File: src/rtl/boron_arb.sv
// boron_arb: round-robin arbiter sharing one boron_enc/boron_dec core pair between two requesters.
// Optional watchdog on the WAIT state is enabled with `define BORON_ARB_WATCHDOG_EN.
module boron_arb #(
    parameter int TEXT_W      = 64,
    parameter int KEY_W       = 80,
    parameter int TIMEOUT_CYC = 255
) (
    input  logic              clk,
    input  logic              rst,
    input  logic              req0,
    input  logic              mode0,
    input  logic [TEXT_W-1:0] text0,
    input  logic [KEY_W-1:0]  key0,
    output logic              ack0,
    output logic [TEXT_W-1:0] result0,
    output logic              err0,
    input  logic              req1,
    input  logic              mode1,
    input  logic [TEXT_W-1:0] text1,
    input  logic [KEY_W-1:0]  key1,
    output logic              ack1,
    output logic [TEXT_W-1:0] result1,
    output logic              err1,
    output logic              enc_start,
    output logic              dec_start,
    output logic [TEXT_W-1:0] core_text,
    output logic [KEY_W-1:0]  core_key,
    input  logic              enc_done,
    input  logic [TEXT_W-1:0] enc_result,
    input  logic              dec_done,
    input  logic [TEXT_W-1:0] dec_result
);
    typedef enum logic [1:0] {IDLE, ISSUE, WAIT, RESP} state_t;

    state_t              state_q, state_d;
    logic                last_q, last_d, gnt_q, gnt_d, mode_q, mode_d;
    logic [TEXT_W-1:0]   text_q, text_d, res0_q, res0_d, res1_q, res1_d;
    logic [KEY_W-1:0]    key_q, key_d;
    logic                ack0_q, ack0_d, ack1_q, ack1_d;
    logic                enc_start_q, enc_start_d, dec_start_q, dec_start_d;
    logic                done, timeout, finish;
    logic [TEXT_W-1:0]   core_res;

    // Only the core that was actually started can complete the operation.
    assign done     = mode_q ? dec_done : enc_done;
    assign core_res = mode_q ? dec_result : enc_result;
    assign finish   = done || timeout;

`ifdef BORON_ARB_WATCHDOG_EN
    localparam int CNT_W = (TIMEOUT_CYC > 255) ? $clog2(TIMEOUT_CYC + 1) : 8;

    logic [CNT_W-1:0] cnt_q, cnt_d;
    logic             err0_q, err0_d, err1_q, err1_d;

    assign timeout = (state_q == WAIT) && !done && (cnt_q == CNT_W'(TIMEOUT_CYC - 1));

    always_comb begin
        cnt_d  = (state_q == ISSUE) ? '0 : (state_q == WAIT) ? cnt_q + 1'b1 : cnt_q;
        err0_d = timeout && !gnt_q;
        err1_d = timeout && gnt_q;
    end

    always_ff @(posedge clk) begin
        if (!rst) begin
            cnt_q  <= '0;
            err0_q <= 1'b0;
            err1_q <= 1'b0;
        end else begin
            cnt_q  <= cnt_d;
            err0_q <= err0_d;
            err1_q <= err1_d;
        end
    end

    assign err0 = err0_q;
    assign err1 = err1_q;
`else
    assign timeout = 1'b0;
    assign err0    = 1'b0;
    assign err1    = 1'b0;
`endif

    always_comb begin
        state_d     = state_q;
        last_d      = last_q;
        gnt_d       = gnt_q;
        mode_d      = mode_q;
        text_d      = text_q;
        key_d       = key_q;
        res0_d      = res0_q;
        res1_d      = res1_q;
        ack0_d      = 1'b0;
        ack1_d      = 1'b0;
        enc_start_d = 1'b0;
        dec_start_d = 1'b0;
        case (state_q)
            IDLE: if (req0 || req1) begin
                // On contention the requester that did not win last time is served.
                gnt_d   = (req0 && req1) ? !last_q : req1;
                last_d  = gnt_d;
                mode_d  = gnt_d ? mode1 : mode0;
                text_d  = gnt_d ? text1 : text0;
                key_d   = gnt_d ? key1 : key0;
                state_d = ISSUE;
            end
            ISSUE: begin
                enc_start_d = !mode_q;
                dec_start_d = mode_q;
                state_d     = WAIT;
            end
            WAIT: if (finish) begin
                res0_d  = gnt_q ? res0_q : (done ? core_res : '0);
                res1_d  = gnt_q ? (done ? core_res : '0) : res1_q;
                ack0_d  = !gnt_q;
                ack1_d  = gnt_q;
                state_d = RESP;
            end
            RESP:    state_d = IDLE;
            default: state_d = IDLE;
        endcase
    end

    always_ff @(posedge clk) begin
        if (!rst) begin
            state_q     <= IDLE;
            last_q      <= 1'b1;
            gnt_q       <= 1'b0;
            mode_q      <= 1'b0;
            text_q      <= '0;
            key_q       <= '0;
            res0_q      <= '0;
            res1_q      <= '0;
            ack0_q      <= 1'b0;
            ack1_q      <= 1'b0;
            enc_start_q <= 1'b0;
            dec_start_q <= 1'b0;
        end else begin
            state_q     <= state_d;
            last_q      <= last_d;
            gnt_q       <= gnt_d;
            mode_q      <= mode_d;
            text_q      <= text_d;
            key_q       <= key_d;
            res0_q      <= res0_d;
            res1_q      <= res1_d;
            ack0_q      <= ack0_d;
            ack1_q      <= ack1_d;
            enc_start_q <= enc_start_d;
            dec_start_q <= dec_start_d;
        end
    end

    assign ack0      = ack0_q;
    assign ack1      = ack1_q;
    assign result0   = res0_q;
    assign result1   = res1_q;
    assign enc_start = enc_start_q;
    assign dec_start = dec_start_q;
    assign core_text = text_q;
    assign core_key  = key_q;
endmodule

File: config.mk
export PLATFORM = sky130hd
export DESIGN_NAME = boron_arb
export DESIGN_NICKNAME = d
export VERILOG_FILES = /design/src/rtl/boron_arb.sv
export SDC_FILE = /design/constraint.sdc
export NUM_CORES = 1
export LEC_CHECK = 0
export CORE_AREA = 2 2 270 272
export CTS_CLUSTER_SIZE = 10
export DETAILED_ROUTE_END_ITERATION = 12
export DIE_AREA = 0 0 272 274
export PLACE_DENSITY_LB_ADDON = 0.25
export SLEW_MARGIN = 10
export SYNTH_ARGS = -nofsm -noshare
export SYNTH_HDL_FRONTEND = slang
export SYNTH_SLANG_ARGS = --single-unit
File: constraint.sdc
create_clock -name clk -period 1.5 [get_ports clk]
set_input_delay 0.15 -clock clk [delete_from_list [all_inputs] [get_ports clk]]
set_output_delay 0.15 -clock clk [all_outputs]
set_load 0.02 [all_outputs]
==> results.md <==
- Via-per-instance ratio: 4.052
- XOR/XNOR Fraction of Synth Area: 0%
- Mux cell area share after synthesis: 28.34%
- Die area: 74530 um^2
- Hold Path Origin: key0[22]
- Pleak: 10.62 nW
- First-pass GRT wire length: 80170 um
- Min Tclk post-route: 1.567 ns
- CTS Buffer Depth: 3
- CTS tree: yes
- Clock power share: 23.4%
- Worst Hold End: core_key[22]
- Post-DRT Antenna Nets: 0
- Gr ovfl total: 0
- DRT Wirelength: 58640 um
- Routed WL per cell: 19.55 um
- Worst stage delay on the critical path: 0.45 ns
- Worst Path Max Fanout: 7
- Die Height: 274 um
- CP Class: register to register
- CTS H-tree lvls: 2
- Ys Warns: 0
- WHS Path Cells: 3
- Routability cong.: 0.8134
- Inst Count DP: 2865
- Area leader, netlist: dfxtp_1
- GRT Total Usage: 14.27%
- Worst min-delay path class: input pin to register
- Reg-to-reg startpoint: mode_q
- Crit path depth: 5
- Vias: 12.16k
- Synthesized area: 12270 um^2
- Fin area: 23450 um^2
- Worst EP required: 1.94 ns
- Layout cells sized above 1: 18.93%
- FF-to-FF path depth: 5
- Post-synth top area share: 45.84%
- Number of global-route vias before repair: 12.66k
- Largest net degree at the start of global routing: 56
- Initial core utilization: 17.05%
- Register bit count reported by yosys: 281
- P_int: 21.92 mW
- Peak supply drop: 732.5 uV
- Number of I/O port buffers: 699
- Synth Area in Compound Gates: 12.42%
- Simple-gate share of the synthesized area: 6.463%
- Post-synthesis cell type count: 26
- P_sw: 12.46 mW
- Combinational fraction of design power: 47.1%
- Final nets: 2440
- CTS Buf Count: 36
- Horiz. Die Dim: 272 um
- Period utilization: 104.4%
- Synth Area in Adders: 0.3058%
- CP cell instances: mux2_4 -> nand3_4 -> buf_12 -> clkbuf_16 -> mux2i_1
- Largest family of logic cells by synthesized area: multiplexers
- Core ar.: 71970 um^2
- Worst setup SP type: register
- CTS sink cnt: 281
- Endpoints failing setup: 137
- Row cnt: 99
- Cell Pwr Density: 1466 nW/um^2
- Slew Limit Fails: 0
- Final Core Density: 32.58%
- Top cells by area, synth: dfxtp_1 46%, mux2i_1 22%, o21ai_0 6.0%
- Synth Area per Inst: 9.898 um^2
- Critical R2R Capture: result1[6]
- Placement Setup Slack: -0.5686 ns
- Max cap viols: 0
- Fillers: 7368
- RSZ-0062 raised after global routing: true
- Area of placed instances: 20610 um^2
- Crit path max-delay family: multiplexers
- Synthesized instance count: 1240
- HPWL after DPL: 42140 um
- Power, Total: 34.38 mW
- Root Buffer: clkbuf_16
- Worst-skew pair later-pin latency: 0.52 ns
- R2R setup slack: -0.07 ns
- TritonRoute pass-1 iters: 4
- FMAX: 638.3 MHz
- Post-Route Skew: 0.009999 ns
- Multi-input logic area: 6495 um^2
- Final-report hold violation count: 0
- I/O pin cnt: 702
- Storage cell area: 5635 um^2
- CP Capture Type: register
- Min Hold Slack: 0.2552 ns
- Critical path's slowest cell: dfxtp_4
- Worst Slack Setup Final: -0.06664 ns
- Commonest non-fill, non-tap cell in the layout: clkdlybuf4s50_1
- Sequential share of power: 29.5%
- Worst path bufs/invs: 2
- Area delta synth->final: 91.07%
- Violated checks: setup timing
- Non-Filler Instances: 3000
- DRC violations left: 0
- Status: complete, but fails checks
- Worst EP arrival: 2.01 ns
- Final TNS setup: -3.772 ns
- Initial DRC count: 377
- Most frequent cells in the layout: 422 x clkdlybuf4s50_1, 277 x dfxtp_1, 267 x dlygate4sd2_1, 224 x mux2i_1, 195 x nand2_1
- Initial antenna violation count: 11
- Register area share after synthesis: 45.84%
- Switching Fraction: 36.25%
- Worst-path clk slew: 0.06 ns
## repair_timing
| action | CTS | global route |
|---|---|---|
| hold endpoints to repair | 10 | 0 |
| cloned | 16 | 25 |
| setup buffers | 23 | 12 |
| pin swaps | 18 | 36 |
| gates resized for setup | 375 | 208 |
| endpoints found under the setup margin | 535 | 263 |
| hold buffers | 1 | 0 |
## cells in the mapped netlist
cell type,n
dfxtp_1,281
mux2i_1,274
nand2_1,195
o21ai_0,147
a21oi_1,146
mux2_2,64
clkbuf_1,53
buf_2,18
buf_8,16
buf_4,10
buf_12,6
buf_6,6
nor2_1,5
inv_1,4
ha_1,3
and3_1,2
a21boi_2,1
a22oi_1,1
buf_1,1
conb_1,1
mux2_4,1
nand3_2,1
nand3b_4,1
o21a_1,1
o221a_2,1
o2bb2a_4,1
## layer usage
layer | vias up | track usage (%) | wire length (um)
met4 | 0 | 5.292 | 1759
met3 | 88 | 4.773 | 4874
li1 | 5910 | - | -
met5 | - | 0 | 0
met1 | 5666 | 16.18 | 23290
met2 | 492 | 24.81 | 28720
## power by group through the flow
stage / clock (mW) / combinational, mW / sequential (mW)
after detailed placement: 0 / 13.3 / 10.2
after global routing: 8.65 / 17.2 / 10.3
after global placement: 0 / 13.2 / 10.2
after CTS: 8.37 / 14.3 / 10.1
after floorplan: 0 / 4.74 / 11.9
final: 8.03 / 16.2 / 10.1
## worst max-delay path by stage
stage	slack, ns	to	start
global placement	-0.54	core_text[63]	req0
detailed placement	-0.57	core_text[63]	req1
finish	-0.07	result1[6]	mode_q
floorplan	0.03	core_key[16]	state_q[0]
global route	-0.11	result0[61]	mode_q
CTS	-0.09	result1[6]	mode_q
## logic make-up after synthesis
logic type | count (synthesis)
muxes | 339
other | 1
adders and majority gates | 3
AOI/OAI and AO/OA | 298
buffers and inverters | 114
and+or+nand+nor | 204
DFF | 281
## worst register-to-register path, stage by stage (launching register included)
cell,delay (ns)
dfxtp_4,0.45
mux2_4,0.39
nand3_4,0.13
buf_12,0.14
clkbuf_16,0.18
mux2i_1,0.20
## cell type report
class	count	area share (%)
well taps	959	5.117
diodes	12	0.1281
multi-input cells	846	27.70
clock inverters	2	0.06403
clock buffers	52	4.402
repair buffers	844	38.50
flip-flops and latches	281	24.03
inverters	4	0.06403
## sequential cells by signal, summed over array words and instances, names as in the netlist
register	count
core_text	64
core_key	80
ack0	1
result0	64
last_q	1
gnt_q	1
enc_start	1
dec_start	1
state_q	2
result1	64
ack1	1
mode_q	1
(Power assumes the default switching activity.)
